### config.mk
export PLATFORM = sky130hd
export DESIGN_NAME = prime_guess_engine_flat
export DESIGN_NICKNAME = d
export VERILOG_FILES = /design/src/rtl/prime_guess_engine_if.sv /design/src/rtl/prime_guess_engine.sv /design/src/flat_wrapper.sv
export SDC_FILE = /design/constraint.sdc
export NUM_CORES = 1
export LEC_CHECK = 0
export ABC_CLOCK_PERIOD_IN_PS = 3510
export CAP_MARGIN = 20
export CORE_MARGIN = 4
export CORE_UTILIZATION = 55
export DETAILED_ROUTE_END_ITERATION = 7
export HOLD_SLACK_MARGIN = 0.15
export MAX_ROUTING_LAYER = met4
export PLACE_DENSITY = 0.82
export RECOVER_POWER = 100
export SLEW_MARGIN = 15
export SYNTH_ARGS = -nofsm -noshare
export SYNTH_HDL_FRONTEND = slang
export SYNTH_SLANG_ARGS = --single-unit
export TNS_END_PERCENT = 5
### constraint.sdc
create_clock -name clk -period 3.51 [get_ports clk]
set_input_delay 0.702 -clock clk [delete_from_list [all_inputs] [get_ports clk]]
set_output_delay 0.702 -clock clk [all_outputs]
set_load 0.05 [all_outputs]
### src/rtl/prime_guess_engine_if.sv
// Game-side signal bundle of the prime guessing engine: player/timer inputs and game status outputs.
interface prime_guess_engine_if;
  logic       enable;
  logic       btn_pulse;
  logic [3:0] data_inp;
  logic [1:0] gameLevel;
  logic       timeout;
  logic       signalLess;
  logic       signalGreater;
  logic       userWon;
  logic       userLost;
  logic       decrement;
  logic [3:0] attemptsLeft;
  logic [6:0] secretPrime;

  modport slave (
    input  enable, btn_pulse, data_inp, gameLevel, timeout,
    output signalLess, signalGreater, userWon, userLost, decrement, attemptsLeft, secretPrime
  );

  modport master (
    output enable, btn_pulse, data_inp, gameLevel, timeout,
    input  signalLess, signalGreater, userWon, userLost, decrement, attemptsLeft, secretPrime
  );
endinterface

### src/rtl/prime_guess_engine.sv
// Guess-the-prime game: LFSR picks one of the primes 2..97, the player enters two BCD digits
// per guess and gets less/greater hints until a win, running out of attempts, or a timeout.
module prime_guess_engine #(
  parameter logic [7:0] LFSR_SEED = 8'h01
) (
  input  logic                 clk,
  input  logic                 reset,
  prime_guess_engine_if.slave  bus
);

  typedef enum logic [2:0] {
    IDLE, PICK, WAIT_TENS, WAIT_UNITS, COMPARE, WON, LOST
  } state_t;

  state_t     state, state_next;
  logic [7:0] lfsr;
  logic [3:0] tens, units;
  logic [4:0] raw_idx, idx;
  logic [6:0] guess;
  logic       digit_ok, guess_hit, guess_low;
  logic [3:0] attempts_dec;

  logic       less_q, greater_q, won_q, lost_q, dec_q;
  logic [3:0] attempts_q;
  logic [6:0] secret_q;

  // NOTE: the prime table is a constant lookup, so there is no storage to reset.
  function automatic logic [6:0] prime_at(input logic [4:0] i);
    case (i)
      5'd0:  prime_at = 7'd2;   5'd1:  prime_at = 7'd3;   5'd2:  prime_at = 7'd5;
      5'd3:  prime_at = 7'd7;   5'd4:  prime_at = 7'd11;  5'd5:  prime_at = 7'd13;
      5'd6:  prime_at = 7'd17;  5'd7:  prime_at = 7'd19;  5'd8:  prime_at = 7'd23;
      5'd9:  prime_at = 7'd29;  5'd10: prime_at = 7'd31;  5'd11: prime_at = 7'd37;
      5'd12: prime_at = 7'd41;  5'd13: prime_at = 7'd43;  5'd14: prime_at = 7'd47;
      5'd15: prime_at = 7'd53;  5'd16: prime_at = 7'd59;  5'd17: prime_at = 7'd61;
      5'd18: prime_at = 7'd67;  5'd19: prime_at = 7'd71;  5'd20: prime_at = 7'd73;
      5'd21: prime_at = 7'd79;  5'd22: prime_at = 7'd83;  5'd23: prime_at = 7'd89;
      5'd24: prime_at = 7'd97;
      default: prime_at = 7'd0;
    endcase
  endfunction

  function automatic logic [3:0] attempts_for(input logic [1:0] level);
    case (level)
      2'd0:    attempts_for = 4'd8;
      2'd1:    attempts_for = 4'd6;
      2'd2:    attempts_for = 4'd4;
      default: attempts_for = 4'd3;
    endcase
  endfunction

  assign raw_idx      = lfsr[4:0];
  assign idx          = (raw_idx < 5'd25) ? raw_idx : raw_idx - 5'd25;
  assign digit_ok     = bus.data_inp <= 4'd9;
  assign guess        = {3'b000, tens} * 7'd10 + {3'b000, units};
  assign guess_hit    = guess == secret_q;
  assign guess_low    = guess < secret_q;
  assign attempts_dec = (attempts_q == 4'd0) ? 4'd0 : attempts_q - 4'd1;

  always_ff @(posedge clk or negedge reset) begin
    if (!reset) state <= IDLE;
    else        state <= state_next;
  end

  always_comb begin
    // NOTE: defaults first so every path assigns state_next and no latch is inferred.
    state_next = state;
    case (state)
      IDLE:       if (bus.enable) state_next = PICK;
      PICK:       state_next = WAIT_TENS;
      WAIT_TENS:  if (bus.timeout) state_next = LOST;
                  else if (bus.btn_pulse && digit_ok) state_next = WAIT_UNITS;
      WAIT_UNITS: if (bus.timeout) state_next = LOST;
                  else if (bus.btn_pulse && digit_ok) state_next = COMPARE;
      COMPARE:    if (bus.timeout)                 state_next = LOST;
                  else if (guess_hit)              state_next = WON;
                  else if (attempts_dec == 4'd0)   state_next = LOST;
                  else                             state_next = WAIT_TENS;
      WON, LOST:  state_next = state;
      default:    state_next = IDLE;
    endcase
    if (!bus.enable) state_next = IDLE;
  end

  always_ff @(posedge clk or negedge reset) begin
    if (!reset) begin
      lfsr       <= LFSR_SEED;
      tens       <= '0;
      units      <= '0;
      less_q     <= 1'b0;
      greater_q  <= 1'b0;
      won_q      <= 1'b0;
      lost_q     <= 1'b0;
      dec_q      <= 1'b0;
      attempts_q <= '0;
      secret_q   <= '0;
    end else begin
      // NOTE: non-blocking assignments so every register updates from pre-edge values.
      lfsr  <= {lfsr[6:0], lfsr[7] ^ lfsr[5] ^ lfsr[4] ^ lfsr[3]};
      dec_q <= 1'b0;
      if (!bus.enable) begin
        less_q     <= 1'b0;
        greater_q  <= 1'b0;
        won_q      <= 1'b0;
        lost_q     <= 1'b0;
        attempts_q <= '0;
      end else begin
        case (state)
          IDLE: begin
            less_q    <= 1'b0;
            greater_q <= 1'b0;
            won_q     <= 1'b0;
            lost_q    <= 1'b0;
          end
          PICK: begin
            secret_q   <= prime_at(idx);
            attempts_q <= attempts_for(bus.gameLevel);
          end
          WAIT_TENS:
            if (bus.timeout) lost_q <= 1'b1;
            else if (bus.btn_pulse && digit_ok) tens <= bus.data_inp;
          WAIT_UNITS:
            if (bus.timeout) lost_q <= 1'b1;
            else if (bus.btn_pulse && digit_ok) units <= bus.data_inp;
          COMPARE:
            if (bus.timeout) begin
              lost_q <= 1'b1;
            end else if (guess_hit) begin
              won_q     <= 1'b1;
              less_q    <= 1'b0;
              greater_q <= 1'b0;
            end else begin
              less_q     <= guess_low;
              greater_q  <= ~guess_low;
              attempts_q <= attempts_dec;
              dec_q      <= 1'b1;
              if (attempts_dec == 4'd0) lost_q <= 1'b1;
            end
          default: ;
        endcase
      end
    end
  end

  assign bus.signalLess    = less_q;
  assign bus.signalGreater = greater_q;
  assign bus.userWon       = won_q;
  assign bus.userLost      = lost_q;
  assign bus.decrement     = dec_q;
  assign bus.attemptsLeft  = attempts_q;
  assign bus.secretPrime   = secret_q;

endmodule

### src/flat_wrapper.sv
// flat-port wrapper written by rule: the top's interface ports become plain ports
module prime_guess_engine_flat 
#(
  parameter logic [7:0] LFSR_SEED = 8'h01
)
  (clk, reset, bus_enable, bus_btn_pulse, bus_data_inp, bus_gameLevel, bus_timeout, bus_signalLess, bus_signalGreater, bus_userWon, bus_userLost, bus_decrement, bus_attemptsLeft, bus_secretPrime);
  prime_guess_engine_if bus_i ();
  input  logic clk;
  input  logic reset;
  input wire logic [$bits(bus_i.enable)-1:0] bus_enable;
  input wire logic [$bits(bus_i.btn_pulse)-1:0] bus_btn_pulse;
  input wire logic [$bits(bus_i.data_inp)-1:0] bus_data_inp;
  input wire logic [$bits(bus_i.gameLevel)-1:0] bus_gameLevel;
  input wire logic [$bits(bus_i.timeout)-1:0] bus_timeout;
  output wire logic [$bits(bus_i.signalLess)-1:0] bus_signalLess;
  output wire logic [$bits(bus_i.signalGreater)-1:0] bus_signalGreater;
  output wire logic [$bits(bus_i.userWon)-1:0] bus_userWon;
  output wire logic [$bits(bus_i.userLost)-1:0] bus_userLost;
  output wire logic [$bits(bus_i.decrement)-1:0] bus_decrement;
  output wire logic [$bits(bus_i.attemptsLeft)-1:0] bus_attemptsLeft;
  output wire logic [$bits(bus_i.secretPrime)-1:0] bus_secretPrime;
  assign bus_i.enable = bus_enable;
  assign bus_i.btn_pulse = bus_btn_pulse;
  assign bus_i.data_inp = bus_data_inp;
  assign bus_i.gameLevel = bus_gameLevel;
  assign bus_i.timeout = bus_timeout;
  assign bus_signalLess = bus_i.signalLess;
  assign bus_signalGreater = bus_i.signalGreater;
  assign bus_userWon = bus_i.userWon;
  assign bus_userLost = bus_i.userLost;
  assign bus_decrement = bus_i.decrement;
  assign bus_attemptsLeft = bus_i.attemptsLeft;
  assign bus_secretPrime = bus_i.secretPrime;
  prime_guess_engine #(.LFSR_SEED(LFSR_SEED)) u_core (.clk(clk), .reset(reset), .bus(bus_i));
endmodule
==> flow_summary.json <==
{
  "num_vias": 2043,
  "hold-worst-slack_ns": 0.350,
  "overflow": 0,
  "status": "finished with violations",
  "min_from": "u_core.lfsr[6]$_DFF_PN0_",
  "ys_ff_latch": 35,
  "vias_per_cell": 5.85,
  "ys_warn_count": 0,
  "dr.pass1.iters": 4,
  "netlist_area_um2": 2500,
  "worst_path_max_delay_cell": "fa_1",
  "violations": "max-capacitance violations, max-slew violations",
  "r2r_end": "u_core.bus.attemptsLeft[2]$_DFFE_PN0P_",
  "hold_viol_final": 0,
  "place_ws_ns": 0.236,
  "ys_types": 54,
  "clock-sinks": 35,
  "synth_edf_count": 0,
  "swShare_pct": 44.3,
  "seq_area_frac_synth_pct": 35.0,
  "maxSlewViolCount": 36,
  "synthArstFlopShare_pct": 100,
  "placementRows": 24,
  "top_usage_layer": "met2",
  "gp_congestion": 0.854,
  "drc": 0,
  "syn_inst": 269,
  "power.switching_w": 0.000936,
  "track_usage_pct": 21.7,
  "core-area_um2": 4380,
  "die_area_um2": 5700,
  "irDropWorstVdd_uv": 459,
  "use_met2_pct": 36.0,
  "crit_type": "reg -> reg",
  "io_pins": 27,
  "htreeDepth": 2,
  "die_y_um": 75.5,
  "hpwl_um": 4010,
  "p_clk_share_pct": 17.2,
  "clk_path_buf_depth": 2,
  "max_stage_delay_ns": 0.53,
  "slew_headroom_pct": -22.6,
  "met3_usage_pct": 5.01,
  "fin_crit_ns": 3.30,
  "crit_chain": "ha_1 -> ha_1 -> fa_1 -> nand2_1 -> nor2_1 -> xnor2_1 -> ha_1 -> and4_1 -> and4_1 -> o311a_1 -> nand2_1 -> o21ai_0",
  "cts_hold_buf": 0,
  "num_antenna_cells": 0,
  "nNetsFinal": 337,
  "critPathTopFamily": "adder cells",
  "crit_top_cell": "ha_1",
  "clock_latency_ns": 0.29,
  "rr_worst_depth": 12,
  "setup.worst_path.end": "u_core.bus.attemptsLeft[2]$_DFFE_PN0P_",
  "crit_required_ns": 3.68,
  "antenna_found_initial": 0,
  "pwr-share-comb_pct": 52.9,
  "rsz0062_at_grt": "no",
  "synth.avg_cell_area_um2": 9.31,
  "finalSetupViolCount": 0,
  "period_share_pct": 93.9,
  "grt_max_degree": 36,
  "groute.layer.met1.usage_pct": 26.6,
  "synthToLayoutAreaGrowth_pct": 16.2,
  "routed_wl_um": 5400,
  "cp.depth": 12,
  "cts_made_buffers": 5,
  "path_max_fanout": 8,
  "detail-route-antenna-nets": 0,
  "crit_arrival_ns": 3.46,
  "finalPower_w": 0.00211,
  "post_cts_buffers": 0,
  "r2r_start": "u_core.tens[1]$_DFFE_PN0P_",
  "die_w_um": 75.5,
  "clock_tree.root_cell": "clkbuf_8",
  "synth_top_area_share_pct": 34.0,
  "setup_ws_ns": 0.213,
  "cts.clk_slew.worst_paths_ns": 0.07,
  "grt_pass1_vias": 1965,
  "initial_core_util_pct": 57.1,
  "seqPwrFrac_pct": 29.9,
  "intPower_w": 0.00118,
  "r2r_slack_ns": 0.21,
  "critPathBufInv": 0,
  "synth_area_leaders": "dfrtp_1, ha_1, nand2_1",
  "power_density_nw_per_um2": 727,
  "cts_tree": "yes",
  "cp-start-kind": "flip-flop",
  "tns_ns": 0,
  "hp-class": "reg -> reg",
  "yosysTopAreaCell": "dfrtp_1",
  "postCtsResizedCells": 0,
  "drive_gt1_share_pct": 5.05,
  "skew_ns": 0.00406,
  "leakage_nw": 1.38,
  "syn_nets": 310,
  "cp-end-kind": "flip-flop",
  "startpoint": "u_core.tens[1]$_DFFE_PN0P_",
  "cap_violations": 1,
  "portBuffers": 26,
  "wire_per_inst_um": 15.5,
  "max_clock_freq_mhz": 303,
  "grt_first_pass_wirelength_um": 9050,
  "worst_pin_slew_ns": 1.84,
  "ys.flop_type": "dfrtp_1",
  "drt-initial-drc-count": 151
}
power by group through the flow:
stage               sequential, W  combinational, W  clock, W
finish                   0.000632           0.00112  0.000364
global route             0.000646           0.00124  0.000388
CTS                      0.000632           0.00114  0.000373
detailed placement       0.000637           0.00114         0
global placement         0.000633           0.00108         0
floorplan                0.000728          0.000714         0
layout by cell type (no fill, tap or decap), drive strengths merged, types with 3 or more instances in the layout:
| cell type | instances |
|---|---|
| mux2 | 8 |
| clkbuf | 6 |
| o21ai | 20 |
| nor2 | 16 |
| xnor2 | 8 |
| o21a | 4 |
| nor3 | 3 |
| clkdlybuf4s50 | 8 |
| and2 | 6 |
| mux2i | 4 |
| buf | 3 |
| nor2b | 8 |
| o211ai | 7 |
| nand3 | 6 |
| dlygate4sd3 | 18 |
| dfrtp | 34 |
| ha | 28 |
| inv | 23 |
| a31oi | 3 |
| nand2b | 3 |
| a21oi | 7 |
| a22oi | 3 |
| a21o | 3 |
| nand2 | 28 |
final cells by class:
cell class	instances	area [um2]
clock buffers	5	68.8
fillers	343	1480
multi-input cells	201	1480
flip-flops and latches	35	877
inverters	23	86.3
well taps	52	65.1
repair buffers	30	287
clock inverters	3	43.8
registers in the layout, indices dropped and copies added, names as in the netlist:
register	count
u_core.bus.attemptsLeft	4
u_core.bus.decrement	1
u_core.bus.secretPrime	7
u_core.bus.signalGreater	1
u_core.bus.signalLess	1
u_core.bus.userLost	1
u_core.bus.userWon	1
u_core.lfsr	8
u_core.state	3
u_core.tens	4
u_core.units	4
metrics by stage:
step	cells	utilization, %	instance area, um2
after global routing	349	66.4	2910
after global placement	341	64.0	2810
after floorplan	269	-	2500
after CTS	349	66.6	2920
final	349	66.4	2910
after detailed placement	341	64.0	2810
how the worst min path moves through the flow:
stage | to | slack, ns | cells past startpoint
floorplan | u_core.lfsr[7]$_DFF_PN0_ | 0.33 | 0
global placement | u_core.lfsr[7]$_DFF_PN0_ | 0.34 | 0
detailed placement | u_core.lfsr[7]$_DFF_PN0_ | 0.35 | 0
CTS | u_core.lfsr[7]$_DFF_PN0_ | 0.35 | 0
global route | u_core.lfsr[7]$_DFF_PN0_ | 0.37 | 0
finish | u_core.lfsr[7]$_DFF_PN0_ | 0.35 | 0
Yosys cell counts (all sizes together), types with 6 or more instances:
master,number
clkbuf,6
nand2,28
inv,23
mux2,8
nor2,16
ha,28
xnor2,8
nand3,6
dfrtp,34
o21ai,20
nor2b,8
o211ai,7
a21oi,7
and2,6
layer usage:
| layer | up-vias | wire, um |
|---|---|---|
| met5 | - | 0 |
| met4 | 0 | 76 |
| met3 | 8 | 231 |
| met2 | 60 | 2680 |
| met1 | 971 | 2410 |
| li1 | 1004 | - |
logic make-up after synthesis:
family | Yosys count | share of synthesized area, %
buf+inv | 33 | 5.50
simple gates | 85 | 17.2
mux | 12 | 5.20
compound gates | 64 | 18.0
flops | 35 | 35.0
fa+ha+maj | 30 | 15.6
xor+xnor | 10 | 3.50
(Power assumes the default switching activity.)
